## config.mk

```make
export PLATFORM = sky130hd
export DESIGN_NAME = pcs_10g_block_sync
export DESIGN_NICKNAME = d
export VERILOG_FILES = /design/src/rtl/pcs_10g_pkg.sv /design/src/rtl/pcs_10g_block_sync.sv
export SDC_FILE = /design/constraint.sdc
export NUM_CORES = 1
export LEC_CHECK = 0
export CORE_UTILIZATION = 38
export DETAILED_ROUTE_END_ITERATION = 8
export PLACE_DENSITY = 0.64
export SLEW_MARGIN = 20
export SYNTH_ARGS = -nofsm -noshare
export SYNTH_HDL_FRONTEND = slang
export SYNTH_SLANG_ARGS = --single-unit
```

## constraint.sdc

```tcl
create_clock -name clk -period 2.74 [get_ports clk]
set_clock_uncertainty 0.1 [all_clocks]
set_input_delay 0.685 -clock clk [delete_from_list [all_inputs] [get_ports clk]]
set_output_delay 0.685 -clock clk [all_outputs]
set_load 0.01 [all_outputs]
```

## src/rtl/pcs_10g_pkg.sv

```systemverilog
// Shared 10GBASE-R PCS definitions: sync header codes and the block-lock state encoding,
// used by the block synchroniser, loopback and decoder.
package pcs_10g_pkg;

  localparam logic [1:0] SYNC_DATA = 2'b01;
  localparam logic [1:0] SYNC_CTRL = 2'b10;

  typedef enum logic [1:0] {
    LOCK_INIT = 2'd0,
    TEST_SH   = 2'd1,
    SLIP_WAIT = 2'd2,
    LOCKED    = 2'd3
  } bs_state_e;

endpackage : pcs_10g_pkg

```

## src/rtl/pcs_10g_block_sync.sv

```systemverilog
// 10GBASE-R receive block synchroniser: hunts for 66b alignment by slipping the gearbox
// until a full window of valid sync headers is seen, then monitors for loss of lock.
module pcs_10g_block_sync
  import pcs_10g_pkg::*;
#(
  parameter int HEAD_W      = 2,
  parameter int SH_GOOD_N   = 64,
  parameter int SH_BAD_N    = 16,
  parameter int SLIP_WAIT_N = 2
) (
  input  logic              clk,
  input  logic              nreset,
  input  logic              signal_ok_i,
  input  logic              valid_i,
  input  logic [HEAD_W-1:0] head_i,
  output logic              slip_o,
  output logic              block_lock_o
);

  localparam int CNT_W = $clog2(SH_GOOD_N + 1);
  localparam int INV_W = $clog2(SH_BAD_N + 1);

  localparam logic [CNT_W-1:0] GOOD_MAX = CNT_W'(SH_GOOD_N);
  localparam logic [CNT_W-1:0] WAIT_MAX = CNT_W'(SLIP_WAIT_N);
  localparam logic [INV_W-1:0] BAD_MAX  = INV_W'(SH_BAD_N);

  bs_state_e        state_q, state_d;
  logic [CNT_W-1:0] sh_cnt_q, sh_cnt_d;
  logic [INV_W-1:0] sh_invld_cnt_q, sh_invld_cnt_d;
  logic             slip_q, slip_d;
  logic             lock_q, lock_d;

  logic             sh_ok;
  logic [CNT_W-1:0] sh_cnt_inc;
  logic [INV_W-1:0] sh_invld_inc;

  assign sh_ok        = (head_i == HEAD_W'(SYNC_DATA)) || (head_i == HEAD_W'(SYNC_CTRL));
  assign sh_cnt_inc   = sh_cnt_q + CNT_W'(1);
  assign sh_invld_inc = sh_invld_cnt_q + (sh_ok ? INV_W'(0) : INV_W'(1));

  always_comb begin
    state_d        = state_q;
    sh_cnt_d       = sh_cnt_q;
    sh_invld_cnt_d = sh_invld_cnt_q;
    slip_d         = 1'b0;
    lock_d         = lock_q;

    if (!signal_ok_i) begin
      state_d        = LOCK_INIT;
      sh_cnt_d       = '0;
      sh_invld_cnt_d = '0;
      lock_d         = 1'b0;
    end else begin
      case (state_q)
        LOCK_INIT: begin
          sh_cnt_d       = '0;
          sh_invld_cnt_d = '0;
          lock_d         = 1'b0;
          state_d        = TEST_SH;
        end

        TEST_SH: begin
          if (valid_i) begin
            if (!sh_ok) begin
              slip_d         = 1'b1;
              sh_cnt_d       = '0;
              sh_invld_cnt_d = '0;
              state_d        = SLIP_WAIT;
            end else if (sh_cnt_inc == GOOD_MAX) begin
              lock_d         = 1'b1;
              sh_cnt_d       = '0;
              sh_invld_cnt_d = '0;
              state_d        = LOCKED;
            end else begin
              sh_cnt_d = sh_cnt_inc;
            end
          end
        end

        // sh_cnt doubles as the discard counter while the gearbox settles after a slip
        SLIP_WAIT: begin
          if (valid_i) begin
            if (sh_cnt_inc >= WAIT_MAX) begin
              sh_cnt_d = '0;
              state_d  = TEST_SH;
            end else begin
              sh_cnt_d = sh_cnt_inc;
            end
          end
        end

        LOCKED: begin
          if (valid_i) begin
            if (sh_invld_inc == BAD_MAX) begin
              lock_d         = 1'b0;
              slip_d         = 1'b1;
              sh_cnt_d       = '0;
              sh_invld_cnt_d = '0;
              state_d        = SLIP_WAIT;
            end else if (sh_cnt_inc == GOOD_MAX) begin
              sh_cnt_d       = '0;
              sh_invld_cnt_d = '0;
            end else begin
              sh_cnt_d       = sh_cnt_inc;
              sh_invld_cnt_d = sh_invld_inc;
            end
          end
        end

        default: begin
          state_d        = LOCK_INIT;
          sh_cnt_d       = '0;
          sh_invld_cnt_d = '0;
          lock_d         = 1'b0;
        end
      endcase
    end
  end

  always_ff @(posedge clk or negedge nreset) begin
    if (!nreset) begin
      state_q        <= LOCK_INIT;
      sh_cnt_q       <= '0;
      sh_invld_cnt_q <= '0;
      slip_q         <= 1'b0;
      lock_q         <= 1'b0;
    end else begin
      state_q        <= state_d;
      sh_cnt_q       <= sh_cnt_d;
      sh_invld_cnt_q <= sh_invld_cnt_d;
      slip_q         <= slip_d;
      lock_q         <= lock_d;
    end
  end

  assign slip_o       = slip_q;
  assign block_lock_o = lock_q;

endmodule : pcs_10g_block_sync

```

==> flow_summary_export.csv, run 1 <==
group,metric,value,unit
outcome,status,"completed",
detailed_routing,drt_iter0_drc,71,
worst_setup_path,path_max_fanout,4,
sta,min_period_over_period,89.31,%
global_routing,grt_start_max_net_pins,17,
detailed_routing,wl_met3,133,um
yosys,async_flop_share,100.0,%
detailed_routing,drcViolationCount,0,
yosys,postSynthAreaPerCell,8.913,um2
sta,holdWs,0.4717,ns
layout,n_antenna_cell,0,
detailed_routing,vias,1273,
cts,cts-hold-fix-buffers,0,
layout,drive_gt1_share,26.55,%
detailed_routing,wl_met2,1796,um
cts,cts_root_buf,"clkbuf_4",
layout,utilization,55.91,%
worst_setup_path,r2r_setup_slack,0.36,ns
sta,tns,0,ns
cts,cts_sinks,16,
yosys,synth-main-ff-cell,"dfrtp_1",
yosys,yosysWarningCount,0,
worst_hold_path,hold_class,"register to register",
floorplan,die_y,60.52,um
yosys,synth_enable_flop_cells,0,
layout,final_common_cell,"buf_4",
floorplan,die_w,60.52,um
place,dp_slack,-0.4971,ns
worst_setup_path,start_kind,"input port",
job,maxCapViolations,0,
yosys,synth-seq-cells,16,
sta,rsz0062_at_grt,"false",
place,hpwlAfterDp,2270,um
detailed_routing,drtAntennaViolNets,0,
sta,finalMaxSlewViolations,0,
detailed_routing,routed.top_layer,"met4",
floorplan,ioPinCount,8,
floorplan,rows,20,
yosys,netlist_area,1301,um2
yosys,syn_inst,146,
layout,fillers,284,
floorplan,start_util,41.27,%
detailed_routing,drt_wl_total,3483,um
pwr,powerDensity,559.1,nW/um2
sta,max_freq,408.7,MHz
detailed_routing,first_pass_iters,4,
layout,multi_input_area,948.4,um2
cts,cts_tree,"done",
yosys,syn_nets,161,
worst_setup_path,reg2reg_to,"block_lock_o",
pwr,p_leak,0.7514,nW
cts,clk_pin_slew,0.11,ns
sta,worst_pin_slew,0.7830,ns
place,gp_congestion,0.8921,
cts,htree_levels,1,
worst_hold_path,min_to,"sh_invld_cnt_q[0]",
cts,clk_path_buf_depth,2,
worst_setup_path,worstRegToRegCells,6,
global_routing,grtUsageTotal,20.54,%
layout,nets,193,
floorplan,dieArea,3662,um2
layout,instances_no_fill,221,
layout,final_cell_mix,"buf_4 (20), nand2_1 (16), dfrtp_1 (16), inv_1 (13), o211ai_1 (11)",
sta,maxSlewHeadroom,47.63,%
place,placed_area,1505,um2
pwr,power,0.9856,mW
worst_setup_path,critPathCaptureType,"register",
detailed_routing,route.layer.met1.wl,1541,um
layout,syn_to_final_growth,35.48,%
sta,setup_viol,0,
worst_setup_path,cp.required,2.86,ns
worst_setup_path,r2r-start,"sh_cnt_q[1]",
sta,finalHoldViolations,0,
global_routing,grt_pass1_wl,5554,um
yosys,synth.distinct_cells,45,
detailed_routing,via_per_inst,5.760,
place,io_buffers,7,
sta,period_minus_slack,2.447,ns
worst_setup_path,cp.arrival,2.57,ns
global_routing,grt_overflow_total,0,
sta,setup_ws,0.2930,ns
global_routing,grt_pass1_vias,1227,
global_routing,antenna_found_initial,0,
layout,seq_area,400.4,um2
floorplan,core,3153,um2
pwr,peakVddDrop,382.2,uV
layout,fin_area,1763,um2
cts,cts_inserted_buffers,3,
cts,clkLatencyLatePin,0.30,ns
place,dp_cells,207,
worst_hold_path,holdPathStages,1,
worst_setup_path,crit_type,"input port to register",
yosys,synth-seq-area-share,30.77,%
worst_hold_path,hp-start,"sh_invld_cnt_q[0]",
detailed_routing,wl_per_cell,15.76,um
[report_power, final]
part | internal (mW) | switching [mW] | leakage (nW)
Clock | 0.0810 | 0.0867 | 0.0210
Combinational | 0.232 | 0.309 | 0.509
Sequential | 0.256 | 0.0209 | 0.221
Total | 0.569 | 0.416 | 0.751
[how the worst max path moves through the flow]
stage               from                 to  slack (ns)  depth (start not counted)
2_1_floorplan  head_i[1]       block_lock_o        0.08                         10
3_3_place_gp   head_i[0]         state_q[0]       -0.43                          9
3_5_place_dp   head_i[0]         state_q[0]       -0.50                          9
4_1_cts        head_i[0]       block_lock_o        0.01                         11
5_1_grt        head_i[0]  sh_invld_cnt_q[4]        0.21                         10
6_report       head_i[0]  sh_invld_cnt_q[2]        0.29                         10
[registers in the layout, indices dropped and copies added, names as in the netlist]
| register | count |
|---|---|
| block_lock_o | 1 |
| sh_cnt_q | 7 |
| sh_invld_cnt_q | 5 |
| slip_o | 1 |
| state_q | 2 |
[worst max-delay path, cell delays in order]
cell	delay (ns)
dlymetal6s2s_1	0.15
xor2_2	0.20
inv_2	0.09
ha_4	0.14
buf_4	0.11
nand3_4	0.08
or2_4	0.29
a41oi_4	0.31
nand4b_1	0.28
o211ai_1	0.25
[cell type report]
cell class / instances / area share (%)
multi-input cells: 112 / 53.80
flip-flops and latches: 16 / 22.71
repair buffers: 31 / 15.33
well taps: 44 / 3.123
inverters: 14 / 2.981
clock buffers: 4 / 2.058
[logic make-up after synthesis]
| group | after synthesis | synth area share, % |
|---|---|---|
| AOI/OAI and AO/OA | 39 | 24.62 |
| and+or+nand+nor | 56 | 24.33 |
| xor gates and xnor gates | 4 | 2.693 |
| buffers and inverters | 19 | 6.634 |
| muxes | 3 | 2.308 |
| DFF | 16 | 30.77 |
| adders and majority gates | 9 | 8.654 |
[per-layer routing]
metal  global-route usage [%]  up-vias
met5                        0        -
met2                    35.32       33
met3                    2.772        2
met1                    26.19      635
li1                         -      603
met4                    7.792        0
[repair_timing]
action                                  CTS  global route
endpoints found under the setup margin   13            15
gates cloned                              1             0
setup buffers                             9             0
pin swaps                                 7             8
resized for setup                        18            10
hold endpoints to repair                  0             0
[synthesized netlist by cell type, types with 2 or more instances]
cell type / number / area, um2
nand2_1: 18 / 67.56
dfrtp_1: 16 / 400.4
inv_1: 14 / 52.55
o211ai_1: 11 / 82.58
ha_1: 9 / 112.6
nor2_1: 9 / 33.78
o21ai_0: 7 / 35.03
nand3_1: 5 / 25.02
nand4_1: 4 / 25.02
a21oi_1: 3 / 15.01
and3_1: 3 / 18.77
mux2i_1: 3 / 30.03
nand4b_1: 3 / 26.28
nor3_1: 3 / 15.01
xor2_1: 3 / 26.28
and2_1: 2 / 12.51
buf_4: 2 / 15.01
clkbuf_1: 2 / 7.510
nand2b_1: 2 / 12.51
o2bb2ai_1: 2 / 17.52
Power figures use the tool's default switching activity.
==> run 2, diff against run 1 <==
--- a/config.mk
+++ b/config.mk
@@ -5,6 +5,7 @@
 export SDC_FILE = /design/constraint.sdc
 export NUM_CORES = 1
 export LEC_CHECK = 0
+export ABC_CLOCK_PERIOD_IN_PS = 2740
 export CORE_UTILIZATION = 38
 export DETAILED_ROUTE_END_ITERATION = 8
 export PLACE_DENSITY = 0.64
==> results of run 2 <==
The final DEF is identical to that of run 1; final timing and power are the same.
